$ cat src/rtl/lsu_load_align_queue.sv
// lsu_load_align_queue: load-response alignment queue for the LSU.
// Each accepted memory response has its byte lane(s) selected from the raw
// cache word, right-justified and zero/sign-extended, then is queued with its
// writeback tag. The head entry is presented to the writeback arbiter one
// cycle after enqueue with no combinational path from rsp_* to wb_*.
// Optional feature: define LSU_MISALIGN_DETECT_EN to store and report a
// misalign flag on wb_misalign; otherwise wb_misalign is tied low.
`ifndef XLEN
`define XLEN 32
`endif
`ifndef BYTESOFWORD
`define BYTESOFWORD 4
`endif

module lsu_load_align_queue #(
  parameter int DEPTH = 4,
  parameter int TAG_W = 12
) (
  input  logic                      clk,
  input  logic                      rst,
  input  logic                      rsp_valid,
  output logic                      rsp_ready,
  input  logic [`XLEN-1:0]          rsp_data,
  input  logic [1:0]                rsp_offset,
  input  logic [1:0]                rsp_size,
  input  logic                      rsp_is_uint,
  input  logic [TAG_W-1:0]          rsp_tag,
  output logic                      wb_valid,
  input  logic                      wb_ready,
  output logic [`XLEN-1:0]          wb_data,
  output logic [TAG_W-1:0]          wb_tag,
  output logic                      wb_misalign,
  output logic [$clog2(DEPTH):0]    count
);

  localparam int PTR_W = $clog2(DEPTH);
  localparam int CNT_W = PTR_W + 1;
  localparam logic [CNT_W-1:0] FULL_CNT = CNT_W'(DEPTH);

  // Byte-lane mask for a load; anything not naturally aligned selects the full word.
  function automatic logic [`BYTESOFWORD-1:0] calc_mask(input logic [1:0] size,
                                                        input logic [1:0] offset);
    logic [`BYTESOFWORD-1:0] m;
    case (size)
      2'd0:    m = 4'b0001 << offset;
      2'd1: begin
        if (offset == 2'd0) begin
          m = 4'h3;
        end else if (offset == 2'd2) begin
          m = 4'hc;
        end else begin
          m = 4'hf;
        end
      end
      2'd2:    m = 4'hf;
      default: m = 4'hf;
    endcase
    return m;
  endfunction

  // Extend an 8-bit field to XLEN; fill with the field's top bit unless unsigned.
  function automatic logic [`XLEN-1:0] ext8(input logic [7:0] f, input logic is_uint);
    return {{(`XLEN-8){~is_uint & f[7]}}, f};
  endfunction

  // Extend a 16-bit field to XLEN; fill with the field's top bit unless unsigned.
  function automatic logic [`XLEN-1:0] ext16(input logic [15:0] f, input logic is_uint);
    return {{(`XLEN-16){~is_uint & f[15]}}, f};
  endfunction

  // Select the masked field and right-justify it; a full mask passes the word through.
  function automatic logic [`XLEN-1:0] extract(input logic [`XLEN-1:0] data,
                                               input logic [`BYTESOFWORD-1:0] mask,
                                               input logic is_uint);
    logic [`XLEN-1:0] r;
    case (mask)
      4'h1:    r = ext8(data[7:0], is_uint);
      4'h2:    r = ext8(data[15:8], is_uint);
      4'h4:    r = ext8(data[23:16], is_uint);
      4'h8:    r = ext8(data[31:24], is_uint);
      4'h3:    r = ext16(data[15:0], is_uint);
      4'hc:    r = ext16(data[31:16], is_uint);
      default: r = data;
    endcase
    return r;
  endfunction

`ifdef LSU_MISALIGN_DETECT_EN
  // A load is misaligned when it is a half at an odd offset, a word off offset 0, or reserved size.
  function automatic logic is_misaligned(input logic [1:0] size, input logic [1:0] offset);
    logic r;
    case (size)
      2'd0:    r = 1'b0;
      2'd1:    r = offset[0];
      2'd2:    r = (offset != 2'd0);
      default: r = 1'b1;
    endcase
    return r;
  endfunction
`endif

  logic [`XLEN-1:0]         data_mem_r [DEPTH];
  logic [TAG_W-1:0]         tag_mem_r  [DEPTH];
  logic [PTR_W-1:0]         wr_ptr_r;
  logic [PTR_W-1:0]         rd_ptr_r;
  logic [CNT_W-1:0]         count_r;
  logic                     rsp_fire_s;
  logic                     wb_fire_s;
  logic [`BYTESOFWORD-1:0]  enq_mask_s;
  logic [`XLEN-1:0]         enq_data_s;

  assign rsp_ready  = (count_r != FULL_CNT);
  assign wb_valid   = (count_r != {CNT_W{1'b0}});
  assign rsp_fire_s = rsp_valid && rsp_ready;
  assign wb_fire_s  = wb_valid && wb_ready;
  assign count      = count_r;
  assign wb_data    = data_mem_r[rd_ptr_r];
  assign wb_tag     = tag_mem_r[rd_ptr_r];

  // Compute the aligned, extended value of the incoming response.
  always_comb begin
    enq_mask_s = calc_mask(rsp_size, rsp_offset);
    enq_data_s = extract(rsp_data, enq_mask_s, rsp_is_uint);
  end

  // Queue control: pointers and occupancy; reset discards all entries.
  always_ff @(posedge clk) begin
    if (rst) begin
      wr_ptr_r <= {PTR_W{1'b0}};
      rd_ptr_r <= {PTR_W{1'b0}};
      count_r  <= {CNT_W{1'b0}};
    end else begin
      if (rsp_fire_s) begin
        wr_ptr_r <= wr_ptr_r + PTR_W'(1);
      end
      if (wb_fire_s) begin
        rd_ptr_r <= rd_ptr_r + PTR_W'(1);
      end
      case ({rsp_fire_s, wb_fire_s})
        2'b10:   count_r <= count_r + CNT_W'(1);
        2'b01:   count_r <= count_r - CNT_W'(1);
        default: count_r <= count_r;
      endcase
    end
  end

  // Entry storage: written on accepted responses only, never reset.
  always_ff @(posedge clk) begin
    if (rsp_fire_s && !rst) begin
      data_mem_r[wr_ptr_r] <= enq_data_s;
      tag_mem_r[wr_ptr_r]  <= rsp_tag;
    end
  end

`ifdef LSU_MISALIGN_DETECT_EN
  logic mis_mem_r [DEPTH];

  // Misalign flag storage, written alongside the data entry.
  always_ff @(posedge clk) begin
    if (rsp_fire_s && !rst) begin
      mis_mem_r[wr_ptr_r] <= is_misaligned(rsp_size, rsp_offset);
    end
  end

  assign wb_misalign = mis_mem_r[rd_ptr_r];
`else
  assign wb_misalign = 1'b0;
`endif

endmodule
$ cat config.mk
export PLATFORM = sky130hd
export DESIGN_NAME = lsu_load_align_queue
export DESIGN_NICKNAME = d
export VERILOG_FILES = /design/src/rtl/lsu_load_align_queue.sv
export SDC_FILE = /design/constraint.sdc
export NUM_CORES = 1
export LEC_CHECK = 0
export CORE_UTILIZATION = 49
export DETAILED_ROUTE_END_ITERATION = 8
export GPL_ROUTABILITY_DRIVEN = 0
export PLACE_DENSITY = 0.75
export SYNTH_ARGS = -nofsm -noshare
export SYNTH_HDL_FRONTEND = slang
export SYNTH_SLANG_ARGS = --single-unit
$ cat constraint.sdc
create_clock -name clk -period 2.28 [get_ports clk]
set_clock_uncertainty 0.05 [all_clocks]
set_input_delay 0.456 -clock clk [delete_from_list [all_inputs] [get_ports clk]]
set_output_delay 0.456 -clock clk [all_outputs]
set_load 0.05 [all_outputs]
* Word-level counts from Yosys, hierarchy flattened
Memories as Yosys holds them, arrays and structs flattened. A register that Yosys moved wholly into a read port is not among the register bits. Index checks and enable logic that the tools add are counted.
Word-level totals: memory bits (writable) 176, memory bits (read-only) 0, register bits after elaboration 7, word-level logic and storage cells 45, memories 2, bits in latches 0, output and inout port bits 50, bits of input ports 53
Memories:
- data_mem_r | words 4, bits a word 32, read ports 1, clocked after memory_dff 1, write ports 1, RTL line 102 | logic [`XLEN-1:0] data_mem_r [DEPTH];
- tag_mem_r | words 4, bits a word 12, read ports 1, clocked after memory_dff 1, write ports 1, RTL line 103 | logic [TAG_W-1:0] tag_mem_r [DEPTH];
Cells by class: add/sub/neg operators 4, $mul 0, divide/modulo/power cells 0, $lt $le $gt $ge 0, equality and inequality tests 11, bitwise operators 5, shift operators 1, reductions and logical operators 8, multiplexer cells 11
Operators with widths (number):
- case mux 32 bit (6 select lines) | 1
- 2-to-1 mux 2 bit | 5
- == test 4 x 2 -> 1 bit, second input constant | 2
- == test 4 bit, second input constant | 2
- case mux 4 bit (2 select lines) | 1
- case mux 3 bit (2 select lines) | 1
- adder 2 x 1 -> 2 bit, second input constant | 2
- bitwise AND 1 bit | 4
- == test 2 x 1 -> 1 bit, second input constant | 2
- == test 2 bit, second input constant | 2
- == test 4 x 1 -> 1 bit, second input constant | 1
- == test 4 x 3 -> 1 bit, second input constant | 1
- logical NOT 2 bit | 2
- 2-to-1 mux 4 bit | 1
- << shifter 1 x 2 -> 4 bit, first input constant | 1
- adder 3 x 1 -> 3 bit, second input constant | 1
- logical AND 1 bit | 3
- != test 3 bit, second input constant | 1
- nonzero test 3 bit | 1
- subtractor 3 x 1 -> 3 bit, second input constant | 1
- 2-to-1 mux 1 bit | 2
- nonzero test 2 bit | 1
- logical NOT 1 bit | 1
- NOT 1 bit | 1

* Longest topological paths before layout
Gate-level depths: netlist of run 1.
depth in word-level cells 6, mapped depth 9

* Least setup slack after synthesis of run 1
Ideal clock, no wire load.
path kind register to register, from register count_r[2] (netlist: count[2]), to register count_r[2] (netlist: count[2]), period minus slack after synthesis 2777 ps, data arrival time 2657 ps, data required time 2160 ps, cell stages (with the launch flop) 10, path buffers 0, library setup time 70 ps, setup slack -497 ps, path through dfxtp_1 nor3b_1 inv_1 nand2_1 ha_1 inv_1 fa_1 xor2_1 or3_1 a21oi_1
On the way: longest elaborated chain between the ends 4, elaborated cells between the ends (all ways) 10
RTL lines:
- start, declared | RTL line 106 | logic [CNT_W-1:0] count_r;
- start signal, assigned | RTL line 131 | count_r <= {CNT_W{1'b0}};
- start signal, assigned | RTL line 140 | 2'b10: count_r <= count_r + CNT_W'(1);
- start signal, assigned | RTL line 141 | 2'b01: count_r <= count_r - CNT_W'(1);
- != test 3 bit (*) | RTL line 112 | assign rsp_ready = (count_r != FULL_CNT);
- via rsp_ready | RTL line 22 | output logic rsp_ready,
- logical AND 1 bit (*) | RTL line 114 | assign rsp_fire_s = rsp_valid && rsp_ready;
- == test 2 x 1 -> 1 bit / == test 2 bit (equally long branches) | RTL line 139 | case ({rsp_fire_s, wb_fire_s})
- case mux 3 bit (2 select lines) / nonzero test 2 bit (equally long branches)
The timed path passes the listed nets; every way through them passes the cells marked *. A chain may end at the register's enable or synchronous reset.

==> results.cfg, run 1 <==
[floorplanning]
dieArea_um2 = 16130
num_rows = 45
io_pins = 103
die_y_um = 127.0
die_w_um = 127.0
coreArea_um2 = 15200
initial_core_util_pct = 50.38

[placement]
portBuffers = 101
dp.final_hpwl_um = 10880
placedInstanceArea_um2 = 9414

[timing]
setup_violations = 17
whs_ns = 0.4824
period_needed_ns = 2.321
tightest_slew_ns = 0.5548
rsz0062_at_grt = yes
fmax_ghz = 0.4308
timing.final.crit_share_pct = 101.8
hold_viol_final = 0
setup_ws_ns = -0.04125
slew_viol_final = 0
slew_headroom_pct = 63.01

[global_route]
grt_usage_pct = 21.21
grt_pass1_wl_um = 24840
grtUsageMet3_pct = 4.732
met2_usage_pct = 35.00
antenna_found_initial = 0
gr-max-usage-layer = met2
met1_usage_pct = 27.14
grt_pass1_vias = 4544
overflow = 0
grt_max_degree = 45

[run]
drv_cap = 0

[drt]
via_count = 4429
drc = 0
drt-initial-drc-count = 383
routed_wl_um = 15970
routed_via_density = 5.953
drtAntennaViolNets = 0
wl_per_cell_um = 21.47
dr.pass1.iters = 5

[worst_setup_path]
required_ns = 1.77
crit_path_end = wb_data[10]
r2r_slack_ns = 0.15
critPathKind = flip-flop to primary output
crit_top_cell = buf_12
cp-end-kind = primary output
worst_setup_path_start_kind = flip-flop
critPathMaxFanout = 16
r2r_end = count[2]
crit-reg2reg-launch = count[0]
slowest_delay_ns = 0.58
r2r_cells = 9
path_cells = buf_12 -> mux4_2 -> buf_12
cpMaxStageDelayCell = mux4_2
arrival_ns = 1.82

[cts]
cts_tree = yes
cts.clk_slew.worst_paths_ns = 0.06
cts_max_level = 4
clock_latency_ns = 0.43
postCtsHoldBufs = 0
cts_buffers = 17
clock_sinks = 185
cts_root_buf = clkbuf_16
ctsLongestPathBuffers = 2

[synthesis]
synth-xor-area-share_pct = 0.4574
synth_cell_type_count = 46
synth.avg_cell_area_um2 = 18.73
synth_edf_count = 176
synth-simple-area-share_pct = 3.562
ys_warn_count = 0
synth_cells = 409
synth_compound_area_share_pct = 7.793
synth_top_family_by_area = multiplexers
synthAdderAreaFrac_pct = 1.078
ys_ff_latch = 185
async_reset_ff_share_pct = 0
synthMuxAreaShare_pct = 13.33
syn_nets = 468
seq_area_frac_synth_pct = 71.36
ys.flop_type = edfxtp_1
netlist_area_um2 = 7659

[cells_and_area]
drive_gt1_share_pct = 32.01
diodes = 0
nFillCells = 1013
postLayoutCoreUtil_pct = 66.19
area_growth_pct = 31.38
fin_area_um2 = 10060
nets = 602

[power]
p_leak_nw = 3.403
report.power.total_w = 0.01100
p_per_area_nw_per_um2 = 1093
ir_worst_vdd_v = 0.0006592

[run_status]
violations = setup timing
status = finished with violations

[worst_hold_path]
min-delay-start = rd_ptr_r[1]
hp-class = flip-flop to flip-flop
## stage by stage
step | TNS (ns) | setup slack, ns | instances
detailed placement | -6.143 | -0.1705 | 711
floorplan | -0.1172 | -0.1172 | 409
global route | -2.403 | -0.09921 | 744
CTS | -0.6694 | -0.05574 | 743
global placement | -0.5756 | -0.07972 | 711
finish | -0.3588 | -0.04125 | 744
## worst max-delay path: cells and delay by family (launching register included)
kind                   cells  cell delay [ns]
flip-flops                 1             0.42
buffers and inverters      2             0.38
multiplexers               1             0.58
## state kept, by name (all words and copies together), names as in the netlist, named ones only
| name | count |
|---|---|
| wr_ptr_r | 2 |
| count | 3 |
| rd_ptr_r | 2 |
| data_mem_r | 128 |
| tag_mem_r | 48 |
## metal layers
layer  wire [um]  share of wire (%)
met1        6506                 41
met4         466                2.9
met5           0                  0
met3         782                4.9
met2        8216                 51
## Yosys cell counts, drive strengths merged (2+ instances only)
master  instances  share of area (%)
a21oi          37                2.4
a22oi          13                1.5
a31oi           4               0.33
a32oi           7               0.90
and2            4               0.33
buf            19                1.7
clkbuf          5               0.25
dfxtp           9                2.4
edfxtp        176                 69
ha              5               0.82
inv             9               0.44
mux2            2               0.39
mux4           44                 13
nand2          16               0.78
nand2b          2               0.16
nand3           2               0.13
nor2            9               0.44
nor2b           7               0.57
nor3            2               0.20
nor3b           3               0.51
o211ai          8               0.85
o21ai           3               0.20
o221ai          7               0.80
or3             2               0.16
xor2            3               0.34
## logic make-up after synthesis
| logic type | Yosys count |
|---|---|
| other | 1 |
| adder cells (fa/ha/maj) | 6 |
| flip-flops | 185 |
| multiplexers | 46 |
| buffers and inverters | 33 |
| XOR/XNOR | 4 |
| AND/OR/NAND/NOR | 49 |
| AO/OA/AOI/OAI | 85 |
## layout by cell type (no fill, tap or decap), types with 2 or more instances in the layout
| cell type | count |
|---|---|
| a31oi_1 | 4 |
| nand3_1 | 2 |
| o221ai_1 | 7 |
| nand2b_1 | 2 |
| ha_1 | 5 |
| buf_12 | 39 |
| nor2_1 | 9 |
| mux2_4 | 2 |
| o211ai_1 | 7 |
| dfxtp_1 | 6 |
| buf_4 | 26 |
| edfxtp_1 | 176 |
| mux4_2 | 44 |
| clkinv_4 | 3 |
| clkinvlp_4 | 3 |
| clkbuf_1 | 2 |
| clkinv_2 | 3 |
| nor3b_4 | 2 |
| xor2_1 | 3 |
| a32oi_1 | 6 |
| nor2b_1 | 7 |
| clkdlybuf4s50_1 | 53 |
| dlymetal6s2s_1 | 2 |
| buf_6 | 17 |
| a21oi_1 | 37 |
| dfxtp_2 | 2 |
| o21ai_0 | 3 |
| inv_1 | 7 |
| or3_1 | 2 |
| nand2_1 | 16 |
| clkbuf_16 | 17 |
| inv_6 | 3 |
| dlygate4sd2_1 | 2 |
| and2_2 | 4 |
| inv_2 | 2 |
| a22oi_1 | 12 |
## timing repair
item                       CTS  global route
pin swaps                    0             1
setup endpoints to repair   45            45
resized for setup           23             3
buffers inserted             0             1
## where the power goes
group	switching (W)	total [W]	internal [W]
Clock	0.00123	0.00274	0.00151
Sequential	0.000118	0.00409	0.00397
Combinational	0.00229	0.00417	0.00188
Total	0.00364	0.0110	0.00736
## final cells by class
class                           count  area (um^2)  share of cell area, %
Timing Repair Buffer              139         1740                  17.30
Clock buffer                       19        432.9                  4.302
Sequential cell                   185         5472                  54.38
Tap cell                          188        235.2                  2.338
Multi-Input combinational cell    191         2028                  20.16
Clock inverter                     13        120.1                  1.194
Inverter                            9        33.78                 0.3357
## worst min-delay path by stage
stage,endpoint,slack [ns],cells after the start
5_1_grt,wr_ptr_r[1],0.51,2
3_3_place_gp,count[2],0.44,2
2_1_floorplan,wr_ptr_r[0],0.43,2
3_5_place_dp,rd_ptr_r[0],0.47,2
6_report,flip-flop,0.48,2
4_1_cts,count[2],0.49,2
(Power assumes the default switching activity.)
==> inputs of run 2 (changes only) <==
CORE_UTILIZATION = 57   (was 49)
DONT_BUFFER_PORTS = 1   (was default)
==> results.cfg, run 2 (synthesis results as in run 1) <==
[drt]
drt-initial-drc-count = 347
drc = 0
drtAntennaViolNets = 0
via_count = 3890
routed_wl_um = 14830
routed_via_density = 6.388
dr.pass1.iters = 5
wl_per_cell_um = 24.36

[worst_setup_path]
required_ns = 1.77
path_cells = buf_12 -> mux4_2
arrival_ns = 1.76
cpMaxStageDelayCell = mux4_2
slowest_delay_ns = 0.70
worst_setup_path_start_kind = flip-flop
cp-end-kind = primary output
cp_top_family = multiplexers
critPathMaxFanout = 20
critPathKind = flip-flop to primary output
crit_buf_inv = 1

[floorplanning]
initial_core_util_pct = 59.48
num_rows = 41
io_pins = 103
die_y_um = 117.9
coreArea_um2 = 12880
die_w_um = 117.9
dieArea_um2 = 13900

[global_route]
grt_usage_pct = 22.78
overflow = 0
antenna_found_initial = 0
grt_max_degree = 33
grt_pass1_wl_um = 22880
grt_pass1_vias = 3976

[timing]
setup_violations = 0
slew_viol_final = 0
tightest_slew_ns = 0.6536
rsz0062_at_grt = yes
slew_headroom_pct = 56.43
fmax_ghz = 0.4419
timing.final.crit_share_pct = 99.24
period_needed_ns = 2.263
hold_viol_final = 0

[run]
drv_cap = 0

[cts]
ctsLongestPathBuffers = 2
cts_buffers = 17
cts_tree = yes
clock_latency_ns = 0.43
cts_root_buf = clkbuf_16
cts.clk_slew.worst_paths_ns = 0.06
clock_sinks = 185
cts_max_level = 4

[cells_and_area]
fin_cells = 609
diodes = 0
largest-register = data_mem_r
drive_gt1_share_pct = 25.63
area_growth_pct = 12.27
postLayoutCoreUtil_pct = 66.78
final_cell_mix = edfxtp_1, mux4_2, a21oi_1
final_common_cell = edfxtp_1
nFillCells = 871
largest_register_ff_count = 128
nets = 483

[placement]
dp.final_hpwl_um = 10060
dp.cells = 575
portBuffers = 0

[power]
ir_worst_vdd_v = 0.0007601
p_leak_nw = 2.704
p_per_area_nw_per_um2 = 1145

[worst_hold_path]
hp-class = primary input to flip-flop

[run_status]
status = completed
==> run 2: final timing paths <==
| kind | slack (ns) | depth (start not counted) | from | end |
|---|---|---|---|---|
| max | 0.02 | 2 | flip-flop | wb_data[18] |
| min | 0.03 | 1 | rst | count[2] |
| max reg2reg | 0.16 | 9 | count[2] | count[2] |
| min reg2reg | 0.47 | 2 | count[2] | count[2] |
==> run 2: timing repair <==
item                                    4_1_cts  5_1_grt
resized for setup                             0        1
setup buffers                                 2        0
endpoints found under the setup margin       36       44
pin swaps                                     0        0
hold buffers                                  0        0
==> run 2: cell type report <==
cell class	count	area [um^2]	area share [%]
well taps	172	215.2	2.503
multi-input cells	191	2028	23.59
repair buffers	20	262.8	3.056
clock buffers	21	440.4	5.122
clock inverters	11	146.4	1.703
flip-flops and latches	185	5472	63.64
inverters	9	33.78	0.3929
==> run 2: power by group <==
| group | leakage [nW] | switching [W] | total, W | internal (W) |
|---|---|---|---|---|
| clock | 0.273 | 0.00116 | 0.00288 | 0.00172 |
| sequential | 1.68 | 0.000109 | 0.00409 | 0.00398 |
| combinational | 0.747 | 0.00201 | 0.00287 | 0.000863 |
==> run 2: per-stage QoR <==
step | area (um^2) | TNS, ns | worst slack, ns | total power [W] | hold WS, ns
2_1_floorplan | 7670 | -0.1172 | -0.1172 | 0.006597 | 0.4337
3_3_place_gp | 7990 | 0 | 0.2555 | 0.006980 | 0.4302
3_5_place_dp | 7990 | 0 | 0.1182 | 0.007022 | 0.4573
4_1_cts | 8592 | -0.06960 | -0.01592 | 0.009911 | 0.02065
5_1_grt | 8598 | -1.134 | -0.04681 | 0.01018 | 0.02151
6_report | 8598 | 0 | 0.01728 | 0.009841 | 0.03464
==> run 2: metal layers <==
metal | routed length (um) | track usage, %
met1 | 5658 | 28.02
met2 | 7634 | 36.54
met3 | 1095 | 7.703
met4 | 444 | 10.58
met5 | 0 | 0
